**src/rtl/shift_sub_signed_divider_pkg.sv**
```systemverilog
// Shared arithmetic-unit package: divider FSM encodings and counter sizing.
// Used by shift_sub_signed_divider, its interface and sub-modules.
package shift_arith_pkg;

  localparam int unsigned DIV_N = 32;
  localparam int unsigned CNT_W = $clog2(DIV_N) + 1;

  typedef enum logic [1:0] {
    IDLE = 2'd0,
    CALC = 2'd1,
    FIX  = 2'd2,
    DONE = 2'd3
  } div_state_e;

  // Counter width for an arbitrary operand width
  function automatic int unsigned cnt_width(input int unsigned n);
    return $clog2(n) + 1;
  endfunction

endpackage

```
**src/rtl/shift_sub_signed_divider_if.sv**
```systemverilog
// Request/response bundle for the shift-subtract signed divider.
interface shift_sub_signed_divider_if #(
  parameter int unsigned N = shift_arith_pkg::DIV_N
);
  logic         start;
  logic [N-1:0] dividend;
  logic [N-1:0] divisor;
  logic         busy;
  logic         done;
  logic [N-1:0] quotient;
  logic [N-1:0] remainder;
  logic         div_zero;
  logic         ovf;

  modport master (
    output start, dividend, divisor,
    input  busy, done, quotient, remainder, div_zero, ovf
  );

  modport slave (
    input  start, dividend, divisor,
    output busy, done, quotient, remainder, div_zero, ovf
  );
endinterface

```
**src/rtl/shift_sub_signed_divider_abs.sv**
```systemverilog
// Conditional two's-complement negator: out_val = neg ? -in_val : in_val.
module shift_div_abs #(
  parameter int unsigned N = 32
) (
  input  logic [N-1:0] in_val,
  input  logic         neg,
  output logic [N-1:0] out_val
);
  assign out_val = neg ? N'(~in_val + N'(1)) : in_val;
endmodule

```
**src/rtl/shift_sub_signed_divider.sv**
```systemverilog
// Sequential signed restoring divider, one quotient bit per clock.
// Optional early exception decode (div-by-zero, overflow) under SHIFT_DIV_EXCEPT_EN.
module shift_sub_signed_divider
  import shift_arith_pkg::*;
#(
  parameter int unsigned N = DIV_N
) (
  input  logic                        clk,
  input  logic                        rst,
  shift_sub_signed_divider_if.slave   bus
);

  localparam int unsigned CW = cnt_width(N);

  div_state_e    state_q, state_d;
  logic [CW-1:0] cnt_q;
  logic [N-1:0]  rem_q, quo_q, dmag_q;
  logic          sdiff_q, dneg_q, dz_q, ov_q;

  logic [N-1:0]  a_mag, b_mag, quo_fix, rem_fix, diff;
  logic [N:0]    shifted;
  logic          ge_c, dz_c, ov_c, exc_c;

  shift_div_abs #(.N(N)) u_abs_a (.in_val(bus.dividend), .neg(bus.dividend[N-1]), .out_val(a_mag));
  shift_div_abs #(.N(N)) u_abs_b (.in_val(bus.divisor),  .neg(bus.divisor[N-1]),  .out_val(b_mag));
  shift_div_abs #(.N(N)) u_fix_q (.in_val(quo_q), .neg(sdiff_q), .out_val(quo_fix));
  shift_div_abs #(.N(N)) u_fix_r (.in_val(rem_q), .neg(dneg_q),  .out_val(rem_fix));

`ifdef SHIFT_DIV_EXCEPT_EN
  assign dz_c = (bus.divisor == '0);
  assign ov_c = (bus.dividend == {1'b1, {(N-1){1'b0}}}) && (bus.divisor == '1);
`else
  assign dz_c = 1'b0;
  assign ov_c = 1'b0;
`endif
  assign exc_c = dz_c | ov_c;

  // Trial subtraction of the divisor magnitude from the shifted partial remainder
  assign shifted = {rem_q, quo_q[N-1]};
  assign ge_c    = (shifted >= {1'b0, dmag_q});
  assign diff    = N'(shifted - {1'b0, dmag_q});

  always_ff @(posedge clk or negedge rst) begin
    if (!rst) state_q <= IDLE;
    else      state_q <= state_d;
  end

  always_comb begin
    state_d = state_q;
    case (state_q)
      IDLE:    if (bus.start) state_d = exc_c ? DONE : CALC;
      CALC:    if (cnt_q == CW'(N - 1)) state_d = FIX;
      FIX:     state_d = DONE;
      DONE:    state_d = IDLE;
      default: state_d = IDLE;
    endcase
  end

  // Datapath: capture magnitudes, iterate, restore signs
  always_ff @(posedge clk or negedge rst) begin
    if (!rst) begin
      cnt_q   <= '0;
      rem_q   <= '0;
      quo_q   <= '0;
      dmag_q  <= '0;
      sdiff_q <= 1'b0;
      dneg_q  <= 1'b0;
      dz_q    <= 1'b0;
      ov_q    <= 1'b0;
    end else begin
      case (state_q)
        IDLE: if (bus.start) begin
          cnt_q   <= '0;
          dmag_q  <= b_mag;
          sdiff_q <= bus.dividend[N-1] ^ bus.divisor[N-1];
          dneg_q  <= bus.dividend[N-1];
          dz_q    <= dz_c;
          ov_q    <= ov_c;
          if (dz_c) begin
            quo_q <= bus.dividend[N-1] ? N'(1) : '1;
            rem_q <= bus.dividend;
          end else if (ov_c) begin
            quo_q <= {1'b1, {(N-1){1'b0}}};
            rem_q <= '0;
          end else begin
            quo_q <= a_mag;
            rem_q <= '0;
          end
        end
        CALC: begin
          cnt_q <= cnt_q + CW'(1);
          rem_q <= ge_c ? diff : shifted[N-1:0];
          quo_q <= {quo_q[N-2:0], ge_c};
        end
        FIX: begin
          quo_q <= quo_fix;
          rem_q <= rem_fix;
        end
        default: ;
      endcase
    end
  end

  // Registered outputs: results publish together with the done pulse
  always_ff @(posedge clk or negedge rst) begin
    if (!rst) begin
      bus.busy      <= 1'b0;
      bus.done      <= 1'b0;
      bus.quotient  <= '0;
      bus.remainder <= '0;
      bus.div_zero  <= 1'b0;
      bus.ovf       <= 1'b0;
    end else begin
      bus.busy <= (state_d != IDLE);
      bus.done <= (state_q == DONE);
      if (state_q == DONE) begin
        bus.quotient  <= quo_q;
        bus.remainder <= rem_q;
        bus.div_zero  <= dz_q;
        bus.ovf       <= ov_q;
      end
    end
  end

endmodule
```
**src/flat_wrapper.sv**
```systemverilog
// flat-port wrapper written by rule: the top's interface ports become plain ports
module shift_sub_signed_divider_flat import shift_arith_pkg::*;
#(
  parameter int unsigned N = DIV_N
)
  (clk, rst, bus_start, bus_dividend, bus_divisor, bus_busy, bus_done, bus_quotient, bus_remainder, bus_div_zero, bus_ovf);
  shift_sub_signed_divider_if #(.N(N)) bus_i ();
  input  logic clk;
  input  logic rst;
  input wire logic [$bits(bus_i.start)-1:0] bus_start;
  input wire logic [$bits(bus_i.dividend)-1:0] bus_dividend;
  input wire logic [$bits(bus_i.divisor)-1:0] bus_divisor;
  output wire logic [$bits(bus_i.busy)-1:0] bus_busy;
  output wire logic [$bits(bus_i.done)-1:0] bus_done;
  output wire logic [$bits(bus_i.quotient)-1:0] bus_quotient;
  output wire logic [$bits(bus_i.remainder)-1:0] bus_remainder;
  output wire logic [$bits(bus_i.div_zero)-1:0] bus_div_zero;
  output wire logic [$bits(bus_i.ovf)-1:0] bus_ovf;
  assign bus_i.start = bus_start;
  assign bus_i.dividend = bus_dividend;
  assign bus_i.divisor = bus_divisor;
  assign bus_busy = bus_i.busy;
  assign bus_done = bus_i.done;
  assign bus_quotient = bus_i.quotient;
  assign bus_remainder = bus_i.remainder;
  assign bus_div_zero = bus_i.div_zero;
  assign bus_ovf = bus_i.ovf;
  shift_sub_signed_divider #(.N(N)) u_core (.clk(clk), .rst(rst), .bus(bus_i));
endmodule
```
**config.mk**
```make
export PLATFORM = sky130hd
export DESIGN_NAME = shift_sub_signed_divider_flat
export DESIGN_NICKNAME = d
export VERILOG_FILES = /design/src/rtl/shift_sub_signed_divider_pkg.sv /design/src/rtl/shift_sub_signed_divider_if.sv /design/src/rtl/shift_sub_signed_divider_abs.sv /design/src/rtl/shift_sub_signed_divider.sv /design/src/flat_wrapper.sv
export SDC_FILE = /design/constraint.sdc
export NUM_CORES = 1
export LEC_CHECK = 0
export ABC_AREA = 1
export CAP_MARGIN = 40
export CORE_UTILIZATION = 40
export CTS_BUF_LIST = sky130_fd_sc_hd__clkbuf_8
export DETAILED_ROUTE_END_ITERATION = 8
export GPL_ROUTABILITY_DRIVEN = 0
export HOLD_SLACK_MARGIN = 0.15
export PLACE_DENSITY_LB_ADDON = 0.05
export SYNTH_ARGS = -nofsm -noshare
export SYNTH_HDL_FRONTEND = slang
export SYNTH_HIERARCHICAL = 1
export SYNTH_SLANG_ARGS = --single-unit
```
**constraint.sdc**
```tcl
create_clock -name clk -period 5.4 [get_ports clk]
set_clock_uncertainty 0.15 [all_clocks]
set_input_delay 0.54 -clock clk [delete_from_list [all_inputs] [get_ports clk]]
set_output_delay 0.54 -clock clk [all_outputs]
set_load 0.02 [all_outputs]
```
# --- Word-level counts from Yosys, hierarchy flattened ---
# Cells that the tools add are included.
totals:
  wordCells: 52
  in_bits: 67
  register_bits: 172
  output_inout_bits: 68
classes:
  magnitude_cmp: 1
  n_addsub: 6
  n_mux: 14
  reduce_logical: 8
  n_eq_ne: 7
  n_bitwise: 5
ops:
  columns: ["op", "n"]
  rows:
  - ["$mux 32", 7]
  - ["$pmux 32 s3", 2]
  - ["$add 32x1->32 const B", 4]
  - ["$not 32->32", 4]
  - ["$ge 33x32->1", 1]
  - ["$sub 32x32->32", 1]
  - ["$pmux 6 s2", 1]
  - ["$pmux 2 s4", 1]
  - ["$add 6x1->6 const B", 1]
  - ["$eq 6x5->1 const B", 1]
  - ["$mux 6", 1]
  - ["$reduce_and 3->1", 2]
  - ["$eq 2x2->1 const B", 2]
  - ["$mux 2", 2]
  - ["$ne 2x1->1 const B", 2]
  - ["$reduce_and 2->1", 2]
  - ["$reduce_bool 2->1", 2]
  - ["$reduce_bool 3->1", 1]
  - ["$eq 2x1->1 const B", 1]
  - ["$logic_not 2->1", 1]
  - ["$ne 2x2->1 const B", 1]
  - ["$xor 1x1->1", 1]

# --- Longest topological paths before layout ---
# Gate-level depths: netlist of the first run.
logic_depth:
  ltp_word: 5
  depth_mapped: 18

# --- Hierarchy ---
# Netlist of the first run, hierarchy kept.
modules_own_cells:
  columns: ["module", "cells_each", "area_each_um2", "instances", "seq_area_each_um2"]
  rows:
  - ["shift_sub_signed_divider", 1503, 10512.6, 1, 4304.1]
  - ["shift_div_abs", 227, 1108.6, 4, 0.0]

# --- Worst setup path before layout of the first run ---
# Ideal clock, no wire load.
synth_path:
  path_type: "reg2reg"
  startpoint: "register u_core.rem_q[2]"
  endpoint: "register u_core.rem_q[0]"
  setup_ns: 0.117
  path_buffers: 2
  stages_incl_launch_ff: 18
  slack_ns: 3.157
  required_ns: 5.133
  arrival_time_ns: 1.976
  path_cell_list: "dfrtp_1 ha_1 nand2_2 inv_1 nand2_1 nand2_1 nand2_1 nand3b_4 nand2_2 nand2_2 nand2_2 buf_6 buf_6 nand3_2 nand3_1 nand2_1 nand2_1 nand2_1"
synth_via:
  elab_chain_len: 3
synth_lines:
  columns: ["element", "line", "rtl"]
  rows:
  - ["from (decl)", "shift_sub_signed_divider.sv:17", "logic [N-1:0] rem_q, quo_q, dmag_q;"]
  - ["from (signal assigned)", "shift_sub_signed_divider.sv:81", "rem_q <= bus.dividend;"]
  - ["from (signal assigned)", "shift_sub_signed_divider.sv:92", "rem_q <= ge_c ? diff : shifted[N-1:0];"]
  - ["from (signal assigned)", "shift_sub_signed_divider.sv:97", "rem_q <= rem_fix;"]
  - ["$ge 33x32->1", "shift_sub_signed_divider.sv:40", "assign ge_c = (shifted >= {1'b0, dmag_q});"]
  - ["$mux 32", "shift_sub_signed_divider.sv:92", null]
  - ["$pmux 32 s3", "shift_sub_signed_divider.sv:71", "case (state_q)"]
# Every way passes these cells.
# A chain may end at the register's enable or synchronous reset.

# --- Final worst setup path of the first run ---
layout_path:
  startpoint: "register u_core.rem_q[26]"
  endpoint: "register u_core.rem_q[29]"
layout_via:
  elab_chain_len: 4
  word_cells_on_any_way: 7
layout_lines:
  columns: ["element", "line", "rtl"]
  rows:
  - ["$not 32->32", "shift_sub_signed_divider_abs.sv:9", "assign out_val = neg ? N'(~in_val + N'(1)) : in_val;"]
  - ["$add 32x1->32", "shift_sub_signed_divider_abs.sv:9", null]
  - ["$mux 32", "shift_sub_signed_divider_abs.sv:9", null]
  - ["$pmux 32 s3 *", "shift_sub_signed_divider.sv:71", null]
# Every way passes the cells marked *; elsewhere a longest branch is shown, timed or not. The select of a mux whose other input is x is not followed.

==> results.sh, run 1 <==
export IMPL_status="completed"
export IMPL_p_int_mw=4.64
export IMPL_slowest_stage="nand2_2"
export IMPL_crit_required_ps=5680
export IMPL_synth_xor_area_share_pct=4.16
export IMPL_end_kind="flip-flop"
export IMPL_crit_top_cell="nand2_1"
export IMPL_synth_seq_cells=172
export IMPL_r2r_start="u_core/rem_q[26]"
export IMPL_ctsHoldBuffers=1
export IMPL_fin_cells=2981
export IMPL_pwr_share_clk_pct=9.2
export IMPL_r2r_cells=13
export IMPL_start_kind="flip-flop"
export IMPL_r2r_end="u_core/rem_q[29]"
export IMPL_grt_overflow_total=0
export IMPL_cts_root_buf="clkbuf_8"
export IMPL_syn_inst=2411
export IMPL_tritoncts="done"
export IMPL_drt_initial_drc_count=1437
export IMPL_setup_tns_ps=0
export IMPL_die_area_um2=38100
export IMPL_viasPerCell=5.05
export IMPL_drt_wirelength_per_cell_um=15.9
export IMPL_antenna_cells=0
export IMPL_rrSetupSlack_ps=1710
export IMPL_port_buffers=132
export IMPL_p_comb_share_pct=68.2
export IMPL_start_util_pct=40.7
export IMPL_worst_slack_ps=1710
export IMPL_ys_types=41
export IMPL_post_route_drc_count=0
export IMPL_switching_share_pct=54.8
export IMPL_async_reset_ff_share_pct=100
export IMPL_die_x_um=195
export IMPL_cp_arrival_ps=3970
export IMPL_final_nets=2609
export IMPL_final_common_cell="nand2_1"
export IMPL_synth_compound_area_share_pct=9.80
export IMPL_clk_latency_ps=490
export IMPL_io_pins=135
export IMPL_fp_row_count=70
export IMPL_die_h_um=195
export IMPL_cts_num_sinks=172
export IMPL_cellPowerDensity_nw_per_um2=602
export IMPL_fin_crit_ps=3690
export IMPL_synth_simple_gate_area_share_pct=43.0
export IMPL_grt_pass1_wl_um=75600
export IMPL_postRouteAntennaNets=0
export IMPL_dr_pass1_iters=6
export IMPL_synth_edf_count=0
export IMPL_antenna_found_initial=0
export IMPL_clkTransAtPathRegs_ps=100
export IMPL_syn_cell_area_um2=14900
export IMPL_synth_top_family_by_area="simple AND/OR/NAND/NOR gates"
export IMPL_critPathMaxStageDelay_ps=740
export IMPL_core_area_um2=36700
export IMPL_grt_pass1_vias=13840
export IMPL_peakVddDrop_mv=0.305
export IMPL_ctsResizeCount=0
export IMPL_avgSynthCellArea_um2=6.20
export IMPL_total_leakage_power_nw=8.77
export IMPL_hp_start="u_core/bus.remainder[30]"
export IMPL_max_cap_violations=0
export IMPL_hold_depth=1
export IMPL_grt_max_degree=97
export IMPL_cp_max_fo=33
export IMPL_hold_class="flip-flop to flip-flop"
export IMPL_yosys_warnings=6
export IMPL_post_place_ws_ps=1770
export IMPL_grt_usage_pct=25.2
export IMPL_cts_made_buffers=17
export IMPL_synthFlopType="dfrtp_1"
export IMPL_drt_wl_total_um=47500
export IMPL_dp_cells=2948
export IMPL_hold_viol_final=0
export IMPL_mostFrequentLayoutCells="854 x nand2_1, 311 x nor2_1, 283 x inv_1"
export IMPL_muxShareOfSynthArea_pct=0.301
export IMPL_cp_cell_sequence="ha_1 > nand2_1 > nor2_1 > inv_2 > nor3_2 > nand2_2 > nand2_2 > nand2_1 > nand2_1 > nand2_1 > nand2_1 > nand2_1 > nand2_1"
export IMPL_worst_slew_pin_slew_ps=918
export IMPL_vias=15049
export IMPL_fin_crit_sh_pct=68.3
export IMPL_hold_end="u_core/bus.remainder[30]"
export IMPL_crit_type="flip-flop to flip-flop"
export IMPL_max_slew_margin_pct=38.6
export IMPL_syn2layout_area_growth_pct=14.0
export IMPL_crit_buf_inv=1
export IMPL_drive_gt1_share_pct=8.24
export IMPL_p_seq_share_pct=22.6
export IMPL_clockBufferDepth=2
export IMPL_finalMaxSlewViolations=0
export IMPL_cts_setup_buffers=0
export IMPL_switching_power_mw=5.62
export IMPL_hpwl_um=36900
export IMPL_cts_max_level=4
export IMPL_synthAdderAreaFrac_pct=3.57
export IMPL_critPathTopFamily="simple AND/OR/NAND/NOR gates"
export IMPL_finalSetupViolCount=0
export IMPL_fmax_ghz=0.271
export IMPL_rsz0062_at_grt="false"
export IMPL_ys_seq_area_share_pct=28.8
[worst max-delay path by stage]
stage	from	to	slack (ps)	cells after the start
after global routing	u_core/rem_q[26]	u_core/rem_q[29]	1370	13
final	u_core/rem_q[26]	u_core/rem_q[29]	1710	13
after floorplan	u_core/rem_q[2]	u_core/rem_q[0]	3160	17
after CTS	u_core/rem_q[26]	u_core/rem_q[31]	1740	13
after detailed placement	u_core/rem_q[26]	u_core/rem_q[31]	1770	13
after global placement	u_core/rem_q[2]	u_core/quo_q[0]	1860	15
[logic make-up after synthesis]
kind of cell,Yosys count
buffers and inverters,377
multiplexers,4
other,1
AND/OR/NAND/NOR,1467
XOR/XNOR,71
flip-flops,172
adder cells (fa/ha/maj),42
AO/OA/AOI/OAI,277
[flip-flops by register name, summed over array words and instances (netlist names)]
signal / flops
u_core/bus.quotient: 32
u_core/bus.remainder: 32
u_core/dmag_q: 32
u_core/quo_q: 32
u_core/rem_q: 32
u_core/cnt_q: 6
u_core/state_q: 2
u_core/bus.busy: 1
u_core/bus.done: 1
u_core/dneg_q: 1
u_core/sdiff_q: 1
[power groups by stage]
stage,logic [mW],clock network [mW],registers [mW]
after floorplan,4.65,0,2.49
after global placement,6.77,0,2.33
after detailed placement,6.89,0,2.34
after CTS,6.92,0.979,2.32
after global routing,7.79,1.02,2.40
final,6.99,0.944,2.32
[synth_stat cells, drive strengths merged (2+ instances only)]
master	instances	share of area (%)
nor2	384	12
o21ai	149	5.2
inv	296	7.6
or2	2	0.084
buf	36	1.7
xnor2	50	2.9
o22ai	31	1.3
nor3	9	0.37
nand2	885	23
nand4	15	0.63
nand3b	15	0.84
xor2	21	1.2
o21bai	3	0.15
nand3	152	5.8
and2	3	0.13
clkbuf	44	1.1
ha	41	3.4
mux2	4	0.30
dfrtp	172	29
a21oi	93	3.1
[per-layer routing]
layer	wire, µm	global-route usage [%]
met1	24700	39.7
met2	18300	34.3
met3	3700	5.20
met4	838	6.27
met5	0	0
[stage by stage]
stage,power (mW),hold WS [ps],cell area (µm²),util (%)
finish,10.3,376,17000,46.4
global route,11.2,419,17000,46.4
CTS,10.2,378,17000,46.4
detailed placement,9.23,355,16600,45.3
global placement,9.10,343,16600,45.2
floorplan,7.14,94.4,15000,-
[area by class of cell]
| class | instances | area (µm²) |
|---|---|---|
| fillers | 3906 | 19700 |
| multi-input cells | 1863 | 9120 |
| flip-flops and latches | 172 | 4300 |
| repair buffers | 149 | 1510 |
| inverters | 297 | 1130 |
| well taps | 468 | 586 |
| clock buffers | 18 | 248 |
| clock inverters | 14 | 135 |
Note: power is estimated with default switching activity, not from simulation.
==> run 2, diff against run 1 <==
Clock period 5.4 ns to 3.2 ns, I/O delays scaled along.
==> results.sh, run 2 (same netlist as run 1, synthesis figures left out) <==
export IMPL_status="completed"
export IMPL_mostFrequentLayoutCells="854 x nand2_1, 311 x nor2_1, 283 x inv_1"
export IMPL_die_x_um=195
export IMPL_cts_made_buffers=17
export IMPL_rrSetupSlack_ps=340
export IMPL_crit_required_ps=3410
export IMPL_clk_latency_ps=480
export IMPL_critical_path_depth=16
export IMPL_fmax_ghz=0.350
export IMPL_core_area_um2=36700
export IMPL_crit_top_cell="nand2_1"
export IMPL_finalSetupViolCount=0
export IMPL_rsz0062_at_grt="false"
export IMPL_critPathTopFamily="simple AND/OR/NAND/NOR gates"
export IMPL_post_dp_cell_area_um2=16800
export IMPL_grt_usage_pct=25.5
export IMPL_grt_pass1_vias=13886
export IMPL_grt_max_degree=75
export IMPL_viasPerCell=5.06
export IMPL_slowest_stage="dfrtp_1"
export IMPL_r2r_cells=16
export IMPL_total_leakage_power_nw=8.89
export IMPL_cts_root_buf="clkbuf_8"
export IMPL_cp_max_fo=28
export IMPL_max_cap_violations=0
export IMPL_worst_slew_pin_slew_ps=753
export IMPL_cts_num_sinks=172
export IMPL_cellPowerDensity_nw_per_um2=1030
export IMPL_final_common_cell="nand2_1"
export IMPL_syn2layout_area_growth_pct=15.1
export IMPL_cts_max_level=4
export IMPL_r2r_end="u_core/rem_q[21]"
export IMPL_peakVddDrop_mv=0.413
export IMPL_fp_row_count=70
export IMPL_design_area_um2=17200
export IMPL_setup_tns_ps=0
export IMPL_hp_start="bus_divisor[0]"
export IMPL_io_pins=135
export IMPL_end_kind="flip-flop"
export IMPL_critPathLaunch="u_core/rem_q[2]"
export IMPL_fin_crit_ps=2860
export IMPL_crit_type="flip-flop to flip-flop"
export IMPL_fin_cells=3003
export IMPL_dp_cells=2970
export IMPL_start_util_pct=40.7
export IMPL_fin_crit_sh_pct=89.4
export IMPL_dr_pass1_iters=5
export IMPL_critPathMaxStageDelay_ps=520
export IMPL_tritoncts="done"
export IMPL_cp_arrival_ps=3070
export IMPL_grt_overflow_total=0
export IMPL_hold_class="input port to flip-flop"
export IMPL_clkTransAtPathRegs_ps=110
export IMPL_die_h_um=195
export IMPL_port_buffers=132
export IMPL_die_area_um2=38100
export IMPL_vias=15191
export IMPL_worst_slack_ps=341
export IMPL_finalMaxSlewViolations=0
export IMPL_crit_buf_inv=2
export IMPL_r2r_start="u_core/rem_q[2]"
export IMPL_clockBufferDepth=2
export IMPL_postRouteAntennaNets=0
export IMPL_start_kind="flip-flop"
export IMPL_drt_initial_drc_count=1385
export IMPL_hold_viol_final=0
export IMPL_drt_wirelength_per_cell_um=15.8
export IMPL_hpwl_um=37400
export IMPL_drive_gt1_share_pct=9.03
export IMPL_antenna_found_initial=0
export IMPL_antenna_cells=0
export IMPL_cp_cell_sequence="ha_1 > nand2_2 > inv_1 > nand2_1 > nand2_1 > nand2_1 > nand3b_4 > nand2_2 > nand2_2 > nand2_2 > buf_4 > nand3_2 > nand3_1 > nand2_1 > nand2_1 > nand2_1"
export IMPL_final_nets=2631
export IMPL_grt_pass1_wl_um=76400
export IMPL_post_place_ws_ps=412
export IMPL_max_slew_margin_pct=49.8
export IMPL_cp_endpoint="u_core/rem_q[21]"
export IMPL_post_route_drc_count=0
export IMPL_drt_wl_total_um=47500
run 2: cell count changes in the layout (fill, tap and decap cells not counted), sizes merged:
cell and change:
buf +22, clkinv +5, clkinvlp -4, inv -1
run 2: layout make-up:
type	count	area (µm²)
fill	3900	19500
multi-input combinational	1863	9120
sequential	172	4300
timing repair buffer	171	1670
inverter	297	1130
tap	468	586
clock buffer	18	248
clock inverter	14	139
run 2: worst min path at each step:
stage / to / slack, ps / cells past startpoint
CTS: u_core/dmag_q[0] / 250 / 3
global placement: u_core/bus.remainder[2] / 250 / 1
global route: u_core/dmag_q[0] / 280 / 3
finish: u_core/dmag_q[0] / 270 / 3
detailed placement: u_core/bus.remainder[0] / 250 / 1
floorplan: u_core/bus.busy / -130 / 0
run 2: worst min-delay path, cell delays in order:
cell,delay [ps]
clkdlybuf4s50_1,420
nand2_1,70
nand2_1,40
run 2: what timing repair did:
action,4_1_cts,5_1_grt
hold endpoints to repair,70,0
resized for setup,0,0
setup buffers,0,0
hold buffers,1,0
run 2: report_power, final:
part | internal [mW] | leakage (nW) | total, mW | switching, mW
registers | 3.10 | 2.15 | 3.95 | 0.849
clock network | 0.654 | 0.201 | 1.59 | 0.939
logic | 4.18 | 6.53 | 12.1 | 7.95
run 2: routing by layer:
| layer | vias up | track usage, % | routed length [µm] |
|---|---|---|---|
| met3 | 41 | 4.87 | 3770 |
| met5 | - | 0 | 0 |
| met4 | 0 | 6.04 | 707 |
| li1 | 7751 | - | - |
| met1 | 6891 | 40.3 | 24600 |
| met2 | 508 | 34.8 | 18400 |
run 2: metrics by stage:
stage	utilization (%)	total power [mW]	hold WS [ps]
after floorplan	-	12.0	-126
after global placement	45.8	15.8	251
after detailed placement	45.8	15.9	246
after CTS	46.9	17.5	249
after global routing	46.9	19.3	280
final	46.9	17.7	273
